File: src/rtl/alu_result_framer_if.sv
// Byte-stream and ALU-result bus shared by the result framer and its neighbours.
interface alu_result_framer_if #(
    parameter int unsigned OUT_WIDTH = 16
) ();
    logic [OUT_WIDTH-1:0] ALU_OUT;
    logic                 OUT_VALID;
    logic [7:0]           TX_DATA;
    logic                 TX_VALID;
    logic                 TX_READY;

    // Driver side: ALU results in, transmitter ready in, bytes observed.
    modport master (
        output ALU_OUT,
        output OUT_VALID,
        output TX_READY,
        input  TX_DATA,
        input  TX_VALID
    );

    // Framer side: consumes ALU results, produces the byte stream.
    modport slave (
        input  ALU_OUT,
        input  OUT_VALID,
        input  TX_READY,
        output TX_DATA,
        output TX_VALID
    );
endinterface

File: src/rtl/alu_result_framer.sv
// ALU result framer: buffers OUT_VALID-qualified ALU words in a small FIFO and
// serialises each one LSB-first onto a valid/ready byte stream.
// Optional build macro ALU_FRAME_HDR_EN prefixes every frame with HDR_BYTE.
module alu_result_framer #(
    parameter int unsigned OUT_WIDTH  = 16,
    parameter int unsigned FIFO_DEPTH = 4
`ifdef ALU_FRAME_HDR_EN
    ,
    parameter logic [7:0]  HDR_BYTE   = 8'hA5
`endif
) (
    input  logic                  CLK,
    input  logic                  RST,
    alu_result_framer_if.slave    bus,
    input  logic                  OVF_CLR,
    output logic                  FIFO_FULL,
    output logic                  FIFO_EMPTY,
    output logic                  OVERFLOW,
    output logic                  BUSY
);
    localparam int unsigned NB    = OUT_WIDTH / 8;
    localparam int unsigned PTR_W = (FIFO_DEPTH > 1) ? $clog2(FIFO_DEPTH) : 1;
    localparam int unsigned CNT_W = $clog2(FIFO_DEPTH + 1);
    localparam int unsigned BC_W  = (NB > 1) ? $clog2(NB) : 1;

    typedef enum logic [1:0] {
        S_IDLE = 2'd0,
        S_HDR  = 2'd1,
        S_SEND = 2'd2
    } state_t;

    logic [OUT_WIDTH-1:0] r_mem [FIFO_DEPTH];
    logic [PTR_W-1:0]     r_wr_ptr;
    logic [PTR_W-1:0]     r_rd_ptr;
    logic [CNT_W-1:0]     r_count;
    logic [CNT_W-1:0]     w_count_nxt;
    logic                 r_full;
    logic                 r_empty;
    logic                 r_ovf;
    logic                 w_pop;
    logic                 w_wr;

    state_t               r_state;
    state_t               w_state_nxt;
    logic [OUT_WIDTH-1:0] r_sr;
    logic [OUT_WIDTH-1:0] w_sr_nxt;
    logic [BC_W-1:0]      r_byte_cnt;
    logic [BC_W-1:0]      w_byte_cnt_nxt;
    logic [7:0]           r_tx_data;
    logic [7:0]           w_tx_data_nxt;
    logic                 r_active;

    // The framer takes the head only from IDLE, which also gives the inter-frame bubble.
    assign w_pop = (r_state == S_IDLE) && !r_empty;
    // A full FIFO still accepts a word when the head leaves on the same edge.
    assign w_wr  = bus.OUT_VALID && (!r_full || w_pop);

    // Occupancy update; write and pop together leave it unchanged.
    always_comb begin
        w_count_nxt = r_count;
        if (w_wr && !w_pop) begin
            w_count_nxt = r_count + CNT_W'(1);
        end else if (!w_wr && w_pop) begin
            w_count_nxt = r_count - CNT_W'(1);
        end
    end

    // Result storage; contents need no reset since pointers and count define validity.
    always_ff @(posedge CLK) begin
        if (!RST && w_wr) begin
            r_mem[r_wr_ptr] <= bus.ALU_OUT;
        end
    end

    // FIFO pointers, count and registered full/empty flags.
    always_ff @(posedge CLK) begin
        if (RST) begin
            r_wr_ptr <= '0;
            r_rd_ptr <= '0;
            r_count  <= '0;
            r_full   <= 1'b0;
            r_empty  <= 1'b1;
        end else begin
            if (w_wr) begin
                r_wr_ptr <= r_wr_ptr + PTR_W'(1);
            end
            if (w_pop) begin
                r_rd_ptr <= r_rd_ptr + PTR_W'(1);
            end
            r_count <= w_count_nxt;
            r_full  <= (w_count_nxt == CNT_W'(FIFO_DEPTH));
            r_empty <= (w_count_nxt == '0);
        end
    end

    // Sticky drop flag; a new drop beats a simultaneous clear.
    always_ff @(posedge CLK) begin
        if (RST) begin
            r_ovf <= 1'b0;
        end else if (bus.OUT_VALID && !w_wr) begin
            r_ovf <= 1'b1;
        end else if (OVF_CLR) begin
            r_ovf <= 1'b0;
        end
    end

    // Next-state, shift register and next byte-stream outputs.
    always_comb begin
        w_state_nxt    = r_state;
        w_sr_nxt       = r_sr;
        w_byte_cnt_nxt = r_byte_cnt;
        case (r_state)
            S_IDLE: begin
                if (!r_empty) begin
                    w_sr_nxt       = r_mem[r_rd_ptr];
                    w_byte_cnt_nxt = '0;
`ifdef ALU_FRAME_HDR_EN
                    w_state_nxt    = S_HDR;
`else
                    w_state_nxt    = S_SEND;
`endif
                end
            end
`ifdef ALU_FRAME_HDR_EN
            S_HDR: begin
                if (bus.TX_READY) begin
                    w_state_nxt = S_SEND;
                end
            end
`endif
            S_SEND: begin
                if (bus.TX_READY) begin
                    w_sr_nxt       = r_sr >> 8;
                    w_byte_cnt_nxt = r_byte_cnt + BC_W'(1);
                    if (r_byte_cnt == BC_W'(NB - 1)) begin
                        w_state_nxt = S_IDLE;
                    end
                end
            end
            default: begin
                w_state_nxt = S_IDLE;
            end
        endcase
`ifdef ALU_FRAME_HDR_EN
        w_tx_data_nxt = (w_state_nxt == S_HDR) ? HDR_BYTE : w_sr_nxt[7:0];
`else
        w_tx_data_nxt = w_sr_nxt[7:0];
`endif
    end

    // State register with registered byte-stream outputs; reset drops any frame.
    always_ff @(posedge CLK) begin
        if (RST) begin
            r_state    <= S_IDLE;
            r_sr       <= '0;
            r_byte_cnt <= '0;
            r_tx_data  <= '0;
            r_active   <= 1'b0;
        end else begin
            r_state    <= w_state_nxt;
            r_sr       <= w_sr_nxt;
            r_byte_cnt <= w_byte_cnt_nxt;
            r_tx_data  <= w_tx_data_nxt;
            r_active   <= (w_state_nxt != S_IDLE);
        end
    end

    assign bus.TX_DATA  = r_tx_data;
    assign bus.TX_VALID = r_active;
    assign BUSY         = r_active;
    assign FIFO_FULL    = r_full;
    assign FIFO_EMPTY   = r_empty;
    assign OVERFLOW     = r_ovf;
endmodule

File: src/flat_wrapper.sv
// flat-port wrapper written by rule: the top's interface ports become plain ports
module alu_result_framer_flat 
#(
    parameter int unsigned OUT_WIDTH  = 16,
    parameter int unsigned FIFO_DEPTH = 4

)
  (CLK, RST, OVF_CLR, FIFO_FULL, FIFO_EMPTY, OVERFLOW, BUSY, bus_ALU_OUT, bus_OUT_VALID, bus_TX_READY, bus_TX_DATA, bus_TX_VALID);
  alu_result_framer_if #(.OUT_WIDTH(OUT_WIDTH)) bus_i ();
  input  logic CLK;
  input  logic RST;
  input  logic OVF_CLR;
  output logic FIFO_FULL;
  output logic FIFO_EMPTY;
  output logic OVERFLOW;
  output logic BUSY;
  input wire logic [$bits(bus_i.ALU_OUT)-1:0] bus_ALU_OUT;
  input wire logic [$bits(bus_i.OUT_VALID)-1:0] bus_OUT_VALID;
  input wire logic [$bits(bus_i.TX_READY)-1:0] bus_TX_READY;
  output wire logic [$bits(bus_i.TX_DATA)-1:0] bus_TX_DATA;
  output wire logic [$bits(bus_i.TX_VALID)-1:0] bus_TX_VALID;
  assign bus_i.ALU_OUT = bus_ALU_OUT;
  assign bus_i.OUT_VALID = bus_OUT_VALID;
  assign bus_i.TX_READY = bus_TX_READY;
  assign bus_TX_DATA = bus_i.TX_DATA;
  assign bus_TX_VALID = bus_i.TX_VALID;
  alu_result_framer #(.OUT_WIDTH(OUT_WIDTH), .FIFO_DEPTH(FIFO_DEPTH)) u_core (.CLK(CLK), .RST(RST), .bus(bus_i), .OVF_CLR(OVF_CLR), .FIFO_FULL(FIFO_FULL), .FIFO_EMPTY(FIFO_EMPTY), .OVERFLOW(OVERFLOW), .BUSY(BUSY));
endmodule
File: config.mk
export PLATFORM = sky130hd
export DESIGN_NAME = alu_result_framer_flat
export DESIGN_NICKNAME = d
export VERILOG_FILES = /design/src/rtl/alu_result_framer_if.sv /design/src/rtl/alu_result_framer.sv /design/src/flat_wrapper.sv
export SDC_FILE = /design/constraint.sdc
export NUM_CORES = 1
export LEC_CHECK = 0
export ABC_AREA = 1
export BUFFER_PORTS_ARGS = -buffer_cell sky130_fd_sc_hd__buf_4
export CAP_MARGIN = 30
export CORE_UTILIZATION = 53
export DETAILED_ROUTE_END_ITERATION = 12
export PLACE_DENSITY_LB_ADDON = 0.12
export SYNTH_ARGS = -nofsm -noshare
export SYNTH_HDL_FRONTEND = slang
export SYNTH_SLANG_ARGS = --single-unit
File: constraint.sdc
create_clock -name CLK -period 6.23 [get_ports CLK]
set_input_delay 0.623 -clock CLK [delete_from_list [all_inputs] [get_ports CLK]]
set_output_delay 0.623 -clock CLK [all_outputs]
set_load 0.005 [all_outputs]
# After elaboration in Yosys (flattened, before gate mapping)
# Memories as Yosys holds them, arrays and structs flattened. A register that Yosys moved wholly into a read port is not among the register bits.
# Index checks and enable logic that the tools add are counted.
[totals]
reg_bits = 30
ram_bits = 64
input_bits = 21
out_inout_bits = 13
elab_cells = 57
n_memories = 1
[mem_list]
columns = ["memory", "words", "width", "rd", "rd_ports_with_merged_regs", "wr", "line", "source"]
rows = [
  ["u_core.r_mem", 4, 16, 1, 1, 1, "alu_result_framer.sv:32", "logic [OUT_WIDTH-1:0] r_mem [FIFO_DEPTH];"],
]
[classes]
add_sub_neg = 5
n_eq_ne = 4
muxes = 18
reduce_logical = 18
[op_table]
columns = ["op", "count"]
rows = [
  ["2-to-1 mux 16 bit", 2],
  ["case mux 16 bit (2 select lines)", 1],
  ["2-to-1 mux 2 bit", 5],
  ["logical AND 1 bit", 6],
  ["2-to-1 mux 1 bit", 6],
  ["2-to-1 mux 3 bit", 2],
  ["nonzero test 2 bit", 3],
  ["zero test 1 bit", 5],
  ["adder 2 x 1 -> 2 bit, second input constant", 2],
  ["inequality test 2 bit, second input constant", 2],
  ["case mux 2 bit (2 select lines)", 1],
  ["adder 3 x 1 -> 3 bit, second input constant", 1],
  ["== test 3 bit, second input constant", 1],
  ["zero test 3 bit", 1],
  ["AND reduction 3 bit", 1],
  ["subtractor 3 x 1 -> 3 bit, second input constant", 1],
  ["== test 2 bit, second input constant", 1],
  ["zero test 2 bit", 1],
  ["case mux 1 bit (2 select lines)", 1],
  ["adder 1 bit, second input constant", 1],
  ["logical OR 1 bit", 1],
]

# Depth between registers and ports, before layout
# Gate-level depths: netlist of the first run.
[depth]
word_depth = 9
depth_mapped = 8

# Least setup slack after synthesis of the first run
# Ideal clock, no wire load.
[synth_timing]
kind = "input to register"
start = "input port RST"
end = "memory u_core.r_mem[0][0], enable pin"
setup_ps = 389
t_arrival_ps = 1678
required_time_ps = 5841
setup_slack_ps = 4164
stages = 4
n_path_buf = 1
cell_sequence = "clkbuf_1 -> inv_1 -> nand2_1 -> nor2_1"
[synth_between]
elab_chain_len = 4
[synth_rtl]
columns = ["item", "line", "source"]
rows = [
  ["from (decl)", "flat_wrapper.sv:11", "input logic RST;"],
  ["zero test 1 bit", "alu_result_framer.sv:70", "if (!RST && w_wr) begin"],
  ["logical AND 1 bit", "alu_result_framer.sv:70", ""],
  ["2-to-1 mux 1 bit", "alu_result_framer.sv:70", ""],
  ["2-to-1 mux 1 bit (not written as such)", "alu_result_framer.sv:71", "r_mem[r_wr_ptr] <= bus.ALU_OUT;"],
  ["to (decl)", "alu_result_framer.sv:32", ""],
]
# No other way between the ends.

==> impl_metrics.env, run 1 <==
export IMPL_relSlewSlack=0.569
export IMPL_min_period_ns=1.76
export IMPL_synth_cell_type_count=29
export IMPL_r2r_setup_slack_ns=4.47
export IMPL_routed_via_count=2504
export IMPL_synth_seq_cells=96
export IMPL_cp_start_kind="register"
export IMPL_ctsHoldBuffers=0
export IMPL_final_net_count=413
export IMPL_synthCells=360
export IMPL_r2r_cells=6
export IMPL_fmax_mhz=568
export IMPL_cts_max_path_buffers=2
export IMPL_multi_input_area_um2=1080
export IMPL_drive_above_1_share=0.171
export IMPL_die_h_um=87.6
export IMPL_rsz0062_at_grt="no"
export IMPL_coreArea_um2=6940
export IMPL_tns_ns=0
export IMPL_crit_arrival_ns=2.04
export IMPL_drtIter0Drc=71
export IMPL_crit_type="reg2reg"
export IMPL_holdPathEnd="u_core.r_mem[3][9]"
export IMPL_clock_sinks=96
export IMPL_setup_viol=0
export IMPL_io_buffers=33
export IMPL_htree_levels=3
export IMPL_place_gp_congestion=0.809
export IMPL_synth_nets=387
export IMPL_die_w_um=87.6
export IMPL_ioPinCount=34
export IMPL_final_util=0.625
export IMPL_cts_tree="built"
export IMPL_syn_to_final_growth_pct=11.7
export IMPL_powerDensity_nw_per_um2=337
export IMPL_syn_cell_area_um2=3890
export IMPL_numCtsBuffers=9
export IMPL_required_ns=6.51
export IMPL_drv_slew=0
export IMPL_clkLatencyLatePin_ns=0.35
export IMPL_hold_violations=0
export IMPL_cts_setup_buffers=0
export IMPL_total_power_w=0.00146
export IMPL_worstHoldStart="bus_ALU_OUT[9]"
export IMPL_start_util=0.560
export IMPL_seq_area_um2=2560
export IMPL_grt_pass1_vias=2359
export IMPL_rows=30
export IMPL_viasPerCell=5.14
export IMPL_layout_common_cells="80 x nand2_1, 64 x edfxtp_1, 38 x buf_4"
export IMPL_ctsResizeCount=0
export IMPL_p_leak_nw=1.69
export IMPL_vdd_ir_drop_max_v=0.000173
export IMPL_dp_hpwl_mm=4.50
export IMPL_yosys_warnings=0
export IMPL_final_common_cell="nand2_1"
export IMPL_grt_pass1_wl_mm=11.0
export IMPL_grt_max_degree=34
export IMPL_root_buffer="clkbuf_8"
export IMPL_grt_overflow_total=0
export IMPL_fillers=577
export IMPL_postRouteAntennaNets=0
export IMPL_hp_class="in2reg"
export IMPL_crit_fanout=17
export IMPL_seq_area_frac_synth=0.659
export IMPL_maxCapViolations=0
export IMPL_antenna_found_initial=0
export IMPL_clock_skew_ns=0.0157
export IMPL_clk_pin_slew_ns=0.10
export IMPL_holdPathStages=1
export IMPL_n_antenna_cell=0
export IMPL_outcome="finished clean"
export IMPL_post_route_drc_count=0
export IMPL_min_period_over_period=0.283
export IMPL_wl_mm=6.82
export IMPL_worstReg2RegEnd="u_core.bus.TX_DATA[1]"
export IMPL_wl_per_cell_um=14.0
export IMPL_grt_usage=0.196
export IMPL_dr_pass1_iters=5
export IMPL_cp_end_kind="register"
export IMPL_die_area_um2=7680
export IMPL_syn_avg_cell_area_um2=10.8
export IMPL_worst_pin_slew_ns=0.645
==> per-layer routing <==
layer  global-route usage  vias up  share of wire
li1                     -     1263              -
met1                0.248     1151           0.45
met2                0.329       80           0.48
met4               0.0984        0          0.018
met5                    0        -              0
met3               0.0339       10          0.054
==> where the power goes <==
group	total, W	internal (W)	leakage [nW]	switching (W)
Combinational	0.000302	0.000113	0.752	0.000189
Clock	0.000389	0.000185	0.0909	0.000204
Sequential	0.000771	0.000737	0.844	0.0000341
Total	0.00146	0.00103	1.69	0.000427
==> sequential cells by signal (all words and copies together) (netlist names), named ones only <==
name,cells
u_core.r_wr_ptr,2
u_core.FIFO_EMPTY,1
u_core.r_byte_cnt,1
u_core.r_rd_ptr,2
u_core.r_state,2
u_core.BUSY,1
u_core.r_count,3
u_core.bus.TX_DATA,8
u_core.r_mem,64
u_core.r_sr,8
u_core.FIFO_FULL,1
u_core.OVERFLOW,1
==> cell usage after synthesis, drive strengths merged <==
cell type / n / area share
a211oi: 1 / 0.0019
a21oi: 25 / 0.036
buf: 21 / 0.036
clkbuf: 2 / 0.0019
clkinv: 1 / 0.0013
conb: 1 / 0.00096
dfxtp: 32 / 0.16
edfxtp: 64 / 0.49
ha: 6 / 0.019
inv: 25 / 0.024
nand2: 83 / 0.087
nand3: 23 / 0.033
nand4: 2 / 0.0032
nor2: 28 / 0.032
o21ai: 35 / 0.045
o22ai: 8 / 0.013
xor2: 3 / 0.0068
==> critical path, stage by stage (launching register included) <==
cell	delay [ns]
dfxtp_1	0.74
clkinv_2	0.41
nand3_1	0.18
nand2_1	0.10
nand2_1	0.06
o21ai_0	0.08
a21oi_1	0.13
==> cell families (layout without fill, tap and decap cells) <==
group,Yosys count,after routing,share of synthesized area
simple gates,136,136,0.155
flops,96,96,0.659
compound gates,69,69,0.0959
buf+inv,49,80,0.0631
fa+ha+maj,6,6,0.0193
xor+xnor,3,3,0.00676
other cells,1,1,0.000965
==> how the worst max path moves through the flow <==
stage | startpoint | to | slack [ns] | depth (start not counted)
after CTS | register | u_core.bus.TX_DATA[1] | 4.43 | 6
after floorplan | RST | u_core.r_mem[0][0] | 4.16 | 4
after global placement | RST | u_core.r_mem[0][5] | 4.28 | 5
after global routing | register | u_core.bus.TX_DATA[2] | 4.32 | 6
final | register | u_core.bus.TX_DATA[1] | 4.47 | 6
after detailed placement | RST | u_core.r_mem[0][7] | 4.23 | 5
==> cell type report <==
type | count | area share
flip-flops and latches | 96 | 0.591
multi-input cells | 215 | 0.249
repair buffers | 38 | 0.0657
clock buffers | 9 | 0.0285
well taps | 96 | 0.0277
inverters | 26 | 0.0228
clock inverters | 7 | 0.0161
==> metrics by stage <==
| stage | instance area [µm²] | cells | hold slack [ns] | setup slack (ns) |
|---|---|---|---|---|
| 3_3_place_gp | 4150 | 471 | 0.453 | 4.28 |
| 2_1_floorplan | 3890 | 360 | 0.441 | 4.16 |
| 6_report | 4340 | 487 | 0.469 | 4.47 |
| 5_1_grt | 4340 | 487 | 0.450 | 4.32 |
| 4_1_cts | 4340 | 487 | 0.454 | 4.43 |
| 3_5_place_dp | 4150 | 471 | 0.463 | 4.23 |
Power figures use the tool's default switching activity.
==> inputs of run 2 (changes only) <==
==> constraint.sdc (replaced) <==
create_clock -name CLK -period 1.7 [get_ports CLK]
set_input_delay 0.17 -clock CLK [delete_from_list [all_inputs] [get_ports CLK]]
set_output_delay 0.17 -clock CLK [all_outputs]
set_load 0.005 [all_outputs]
==> impl_metrics.env, run 2 (same netlist as run 1, synthesis figures left out) <==
export IMPL_final_common_cell="nand2_1"
export IMPL_setup_viol=0
export IMPL_dp_hpwl_mm=4.95
export IMPL_min_period_over_period=0.894
export IMPL_final_net_count=424
export IMPL_largest_reg_flops=64
export IMPL_fmax_mhz=658
export IMPL_startpoint="u_core.r_state[1]"
export IMPL_dp_worst_setup_slack_ns=0.123
export IMPL_antenna_found_initial=0
export IMPL_finalNonFillerCells=498
export IMPL_path_cells="nor2_4 > nand2_8 > a21oi_4 > nand2_2 > nor2_2 > buf_12"
export IMPL_worstHoldStart="bus_ALU_OUT[12]"
export IMPL_postRouteAntennaNets=0
export IMPL_die_w_um=87.6
export IMPL_largest_register="u_core.r_mem"
export IMPL_multi_input_area_um2=1090
export IMPL_numCtsBuffers=9
export IMPL_fillers=555
export IMPL_cts_setup_buffers=0
export IMPL_vdd_ir_drop_max_v=0.000625
export IMPL_drtIter0Drc=151
export IMPL_seq_area_um2=2560
export IMPL_clock_power_share=0.282
export IMPL_rsz0062_at_grt="no"
export IMPL_slowest_delay_ns=0.35
export IMPL_place_inst=478
export IMPL_p_comb_frac=0.212
export IMPL_grt_pass1_wl_mm=11.8
export IMPL_slowest_stage="dfxtp_1"
export IMPL_swShare=0.284
export IMPL_clkLatencyLatePin_ns=0.35
export IMPL_cts_max_path_buffers=2
export IMPL_cp_end_kind="register"
export IMPL_clk_pin_slew_ns=0.09
export IMPL_wl_mm=7.18
export IMPL_die_area_um2=7680
export IMPL_worst_path_buf_inv=1
export IMPL_layout_setup_ws_ns=0.180
export IMPL_drv_slew=0
export IMPL_n_antenna_cell=0
export IMPL_wl_per_cell_um=14.4
export IMPL_hp_class="in2reg"
export IMPL_hold_violations=0
export IMPL_syn_to_final_growth_pct=16.1
export IMPL_powerDensity_nw_per_um2=1240
export IMPL_crit_type="reg2reg"
export IMPL_r2r_start="u_core.r_state[1]"
export IMPL_io_buffers=33
export IMPL_htree_levels=3
export IMPL_cp_start_kind="register"
export IMPL_grt_usage=0.210
export IMPL_clock_skew_ns=0.00472
export IMPL_maxCapViolations=0
export IMPL_crit_family="simple AND/OR/NAND/NOR gates"
export IMPL_drive_above_1_share=0.197
export IMPL_grt_pass1_vias=2413
export IMPL_cts_tree="built"
export IMPL_seq_power_share=0.506
export IMPL_p_sw_w=0.00158
export IMPL_clock_sinks=96
export IMPL_p_leak_nw=1.76
export IMPL_fin_area_um2=4510
export IMPL_layout_common_cells="79 x nand2_1, 64 x edfxtp_1, 41 x buf_4"
export IMPL_routed_via_count=2510
export IMPL_grt_max_degree=19
export IMPL_outcome="finished clean"
export IMPL_placed_area_um2=4260
export IMPL_viasPerCell=5.04
export IMPL_die_h_um=87.6
export IMPL_post_route_drc_count=0
export IMPL_start_util=0.560
export IMPL_place_gp_congestion=0.833
export IMPL_grt_overflow_total=0
export IMPL_rows=30
export IMPL_crit_arrival_ns=1.58
export IMPL_dr_pass1_iters=6
export IMPL_min_period_ns=1.52
export IMPL_ioPinCount=34
export IMPL_p_int_w=0.00399
export IMPL_root_buffer="clkbuf_8"
export IMPL_required_ns=1.76
export IMPL_coreArea_um2=6940
export IMPL_crit_fanout=16
run 2: layer usage:
metal	GRT usage	vias to the layer above	part of all wire
met1	0.287	1165	0.48
li1	-	1283	-
met4	0.0656	0	0.010
met5	0	-	0
met3	0.0518	5	0.038
met2	0.335	57	0.47
run 2: power groups by stage:
stage	clock network (W)	registers, W	logic [W]
after global placement	0	0.00287	0.00116
after global routing	0.00171	0.00284	0.00135
after CTS	0.00162	0.00282	0.00119
after detailed placement	0	0.00287	0.00118
final	0.00157	0.00282	0.00118
after floorplan	0	0.00284	0.000863
run 2: worst paths after layout:
| path | endpoint | slack (ns) | cells after the start |
|---|---|---|---|
| setup / recovery | u_core.r_mem[3][0] | 0.18 | 6 |
| hold / removal | u_core.r_mem[2][12] | 0.02 | 1 |
| setup reg to reg | u_core.r_mem[3][0] | 0.18 | 6 |
| hold reg to reg | u_core.OVERFLOW | 0.47 | 2 |
run 2: what timing repair did:
action                                 4_1_cts  5_1_grt
setup endpoints to repair                    0       32
endpoints found under the hold margin        4       11
hold buffers                                 1        3
gates resized for setup                      0        1
run 2: layout make-up:
cell class | instances | share of cell area
sequential | 96 | 0.568
clock buffer | 10 | 0.0283
timing repair buffer | 49 | 0.0948
inverter | 26 | 0.0219
tap | 96 | 0.0266
clock inverter | 6 | 0.0186
multi-input combinational | 215 | 0.242
run 2: per-stage QoR:
step	total power (W)	TNS (ns)	utilization	hold slack, ns
finish	0.00557	0	0.650	0.0201
global route	0.00590	0	0.650	0.000270
CTS	0.00562	0	0.645	0.00218
detailed placement	0.00405	0	0.613	0.376
global placement	0.00403	0	0.613	0.370
floorplan	0.00371	-4.01	-	0.269
==> inputs of run 3 (changes only) <==
--- a/config.mk
+++ b/config.mk
@@ -8,7 +8,7 @@
 export ABC_AREA = 1
 export BUFFER_PORTS_ARGS = -buffer_cell sky130_fd_sc_hd__buf_4
 export CAP_MARGIN = 30
-export CORE_UTILIZATION = 53
+export CORE_UTILIZATION = 45
 export DETAILED_ROUTE_END_ITERATION = 12
 export PLACE_DENSITY_LB_ADDON = 0.12
 export SYNTH_ARGS = -nofsm -noshare
==> impl_metrics.env, run 3 (same netlist as run 1, synthesis figures left out) <==
export IMPL_cts_tree="built"
export IMPL_dr_pass1_iters=4
export IMPL_hold_violations=0
export IMPL_syn_to_final_growth_pct=15.6
export IMPL_numCtsBuffers=9
export IMPL_drv_slew=0
export IMPL_outcome="finished clean"
export IMPL_crit_family="simple AND/OR/NAND/NOR gates"
export IMPL_maxCapViolations=0
export IMPL_postRouteAntennaNets=0
export IMPL_slowest_delay_ns=0.35
export IMPL_final_net_count=424
export IMPL_cp_start_kind="register"
export IMPL_hp_class="in2reg"
export IMPL_ioPinCount=34
export IMPL_wl_mm=7.24
export IMPL_place_gp_congestion=0.782
export IMPL_grt_pass1_vias=2367
export IMPL_start_util=0.468
export IMPL_slowest_stage="dfxtp_1"
export IMPL_tns_ns=0
export IMPL_layout_common_cells="79 x nand2_1, 64 x edfxtp_1, 41 x buf_4"
export IMPL_crit_arrival_ns=1.61
export IMPL_r2r_start="u_core.r_state[1]"
export IMPL_fillers=736
export IMPL_grt_usage=0.179
export IMPL_rsz0062_at_grt="no"
export IMPL_grt_overflow_total=0
export IMPL_die_w_um=94.9
export IMPL_antenna_found_initial=0
export IMPL_coreArea_um2=8300
export IMPL_die_h_um=94.9
export IMPL_grt_max_degree=19
export IMPL_n_antenna_cell=0
export IMPL_powerDensity_nw_per_um2=1200
export IMPL_dp_hpwl_mm=5.03
export IMPL_min_period_ns=1.55
export IMPL_startpoint="u_core.r_state[1]"
export IMPL_drtIter0Drc=131
export IMPL_cts_setup_buffers=0
export IMPL_worst_path_buf_inv=1
export IMPL_io_buffers=33
export IMPL_vdd_ir_drop_max_v=0.000496
export IMPL_path_cells="nor2_4 > nand2_8 > a21oi_4 > nand2_2 > nor2_2 > buf_12"
export IMPL_fmax_mhz=646
export IMPL_die_area_um2=9010
export IMPL_post_route_drc_count=0
export IMPL_root_buffer="clkbuf_8"
export IMPL_worstReg2RegEnd="u_core.r_mem[3][11]"
export IMPL_viasPerCell=4.93
export IMPL_p_leak_nw=1.74
export IMPL_clk_pin_slew_ns=0.10
export IMPL_htree_levels=3
export IMPL_cp_end_kind="register"
export IMPL_clock_skew_ns=0.00649
export IMPL_crit_cells=6
export IMPL_clkLatencyLatePin_ns=0.35
export IMPL_crit_end="u_core.r_mem[3][11]"
export IMPL_clock_sinks=96
export IMPL_wl_per_cell_um=14.3
export IMPL_r2r_setup_slack_ns=0.15
export IMPL_routed_via_count=2500
export IMPL_r2r_cells=6
export IMPL_crit_fanout=16
export IMPL_crit_type="reg2reg"
export IMPL_final_common_cell="nand2_1"
export IMPL_grt_pass1_wl_mm=11.7
export IMPL_min_period_over_period=0.910
export IMPL_setup_viol=0
export IMPL_rows=33
export IMPL_cts_max_path_buffers=2
export IMPL_drive_above_1_share=0.199
export IMPL_required_ns=1.76
export IMPL_largest_register="u_core.r_mem"
export IMPL_largest_reg_flops=64
export IMPL_worst_hold_slack_ns=0.0114
==> run 3: stage by stage <==
step	instances	utilization	area [µm²]	worst slack (ns)	total power [W]
floorplan	360	-	3900	-0.0627	0.00371
global placement	487	0.514	4270	0.133	0.00406
detailed placement	487	0.514	4270	0.0956	0.00408
CTS	506	0.540	4480	0.0756	0.00543
global route	507	0.541	4490	0.0590	0.00568
finish	507	0.541	4490	0.152	0.00537
==> run 3: power breakdown <==
part	switching, W	internal, W	leakage (nW)
Clock	0.000803	0.000547	0.0854
Sequential	0.000116	0.00270	0.844
Combinational	0.000732	0.000472	0.814
Total	0.00165	0.00372	1.74
==> run 3: what timing repair did <==
action,4_1_cts,5_1_grt
resized for setup,0,1
hold buffers,3,1
hold endpoints to repair,8,4
endpoints found under the setup margin,0,10
==> run 3: layout make-up <==
type	instances	area, µm²	area share
clock buffer	9	124	0.0276
clock inverter	7	56.3	0.0125
inverter	26	98.8	0.0220
multi-input combinational	215	1090	0.243
sequential	96	2560	0.570
tap	105	131	0.0292
timing repair buffer	49	428	0.0953
==> run 3: worst min-delay path by stage <==
stage                    from            endpoint  cells past startpoint
2_1_floorplan  bus_ALU_OUT[0]  u_core.r_mem[0][0]                      0
3_3_place_gp   bus_ALU_OUT[7]  u_core.r_mem[0][7]                      1
3_5_place_dp   bus_ALU_OUT[9]  u_core.r_mem[1][9]                      1
4_1_cts        bus_ALU_OUT[7]  u_core.r_mem[0][7]                      1
5_1_grt        bus_ALU_OUT[4]  u_core.r_mem[1][4]                      1
6_report       bus_ALU_OUT[7]  u_core.r_mem[0][7]                      1
==> run 3: worst reg2reg max path, cell delays in order (launching register included) <==
cell	delay [ns]
dfxtp_1	0.35
nor2_4	0.21
nand2_8	0.07
a21oi_4	0.18
nand2_2	0.12
nor2_2	0.15
buf_12	0.17
==> run 3: routing by layer <==
layer	vias up	wire [µm]	track usage
met5	-	0	0
met4	0	124	0.0758
met3	10	184	0.0274
met2	42	3440	0.288
met1	1161	3490	0.240
li1	1287	-	-
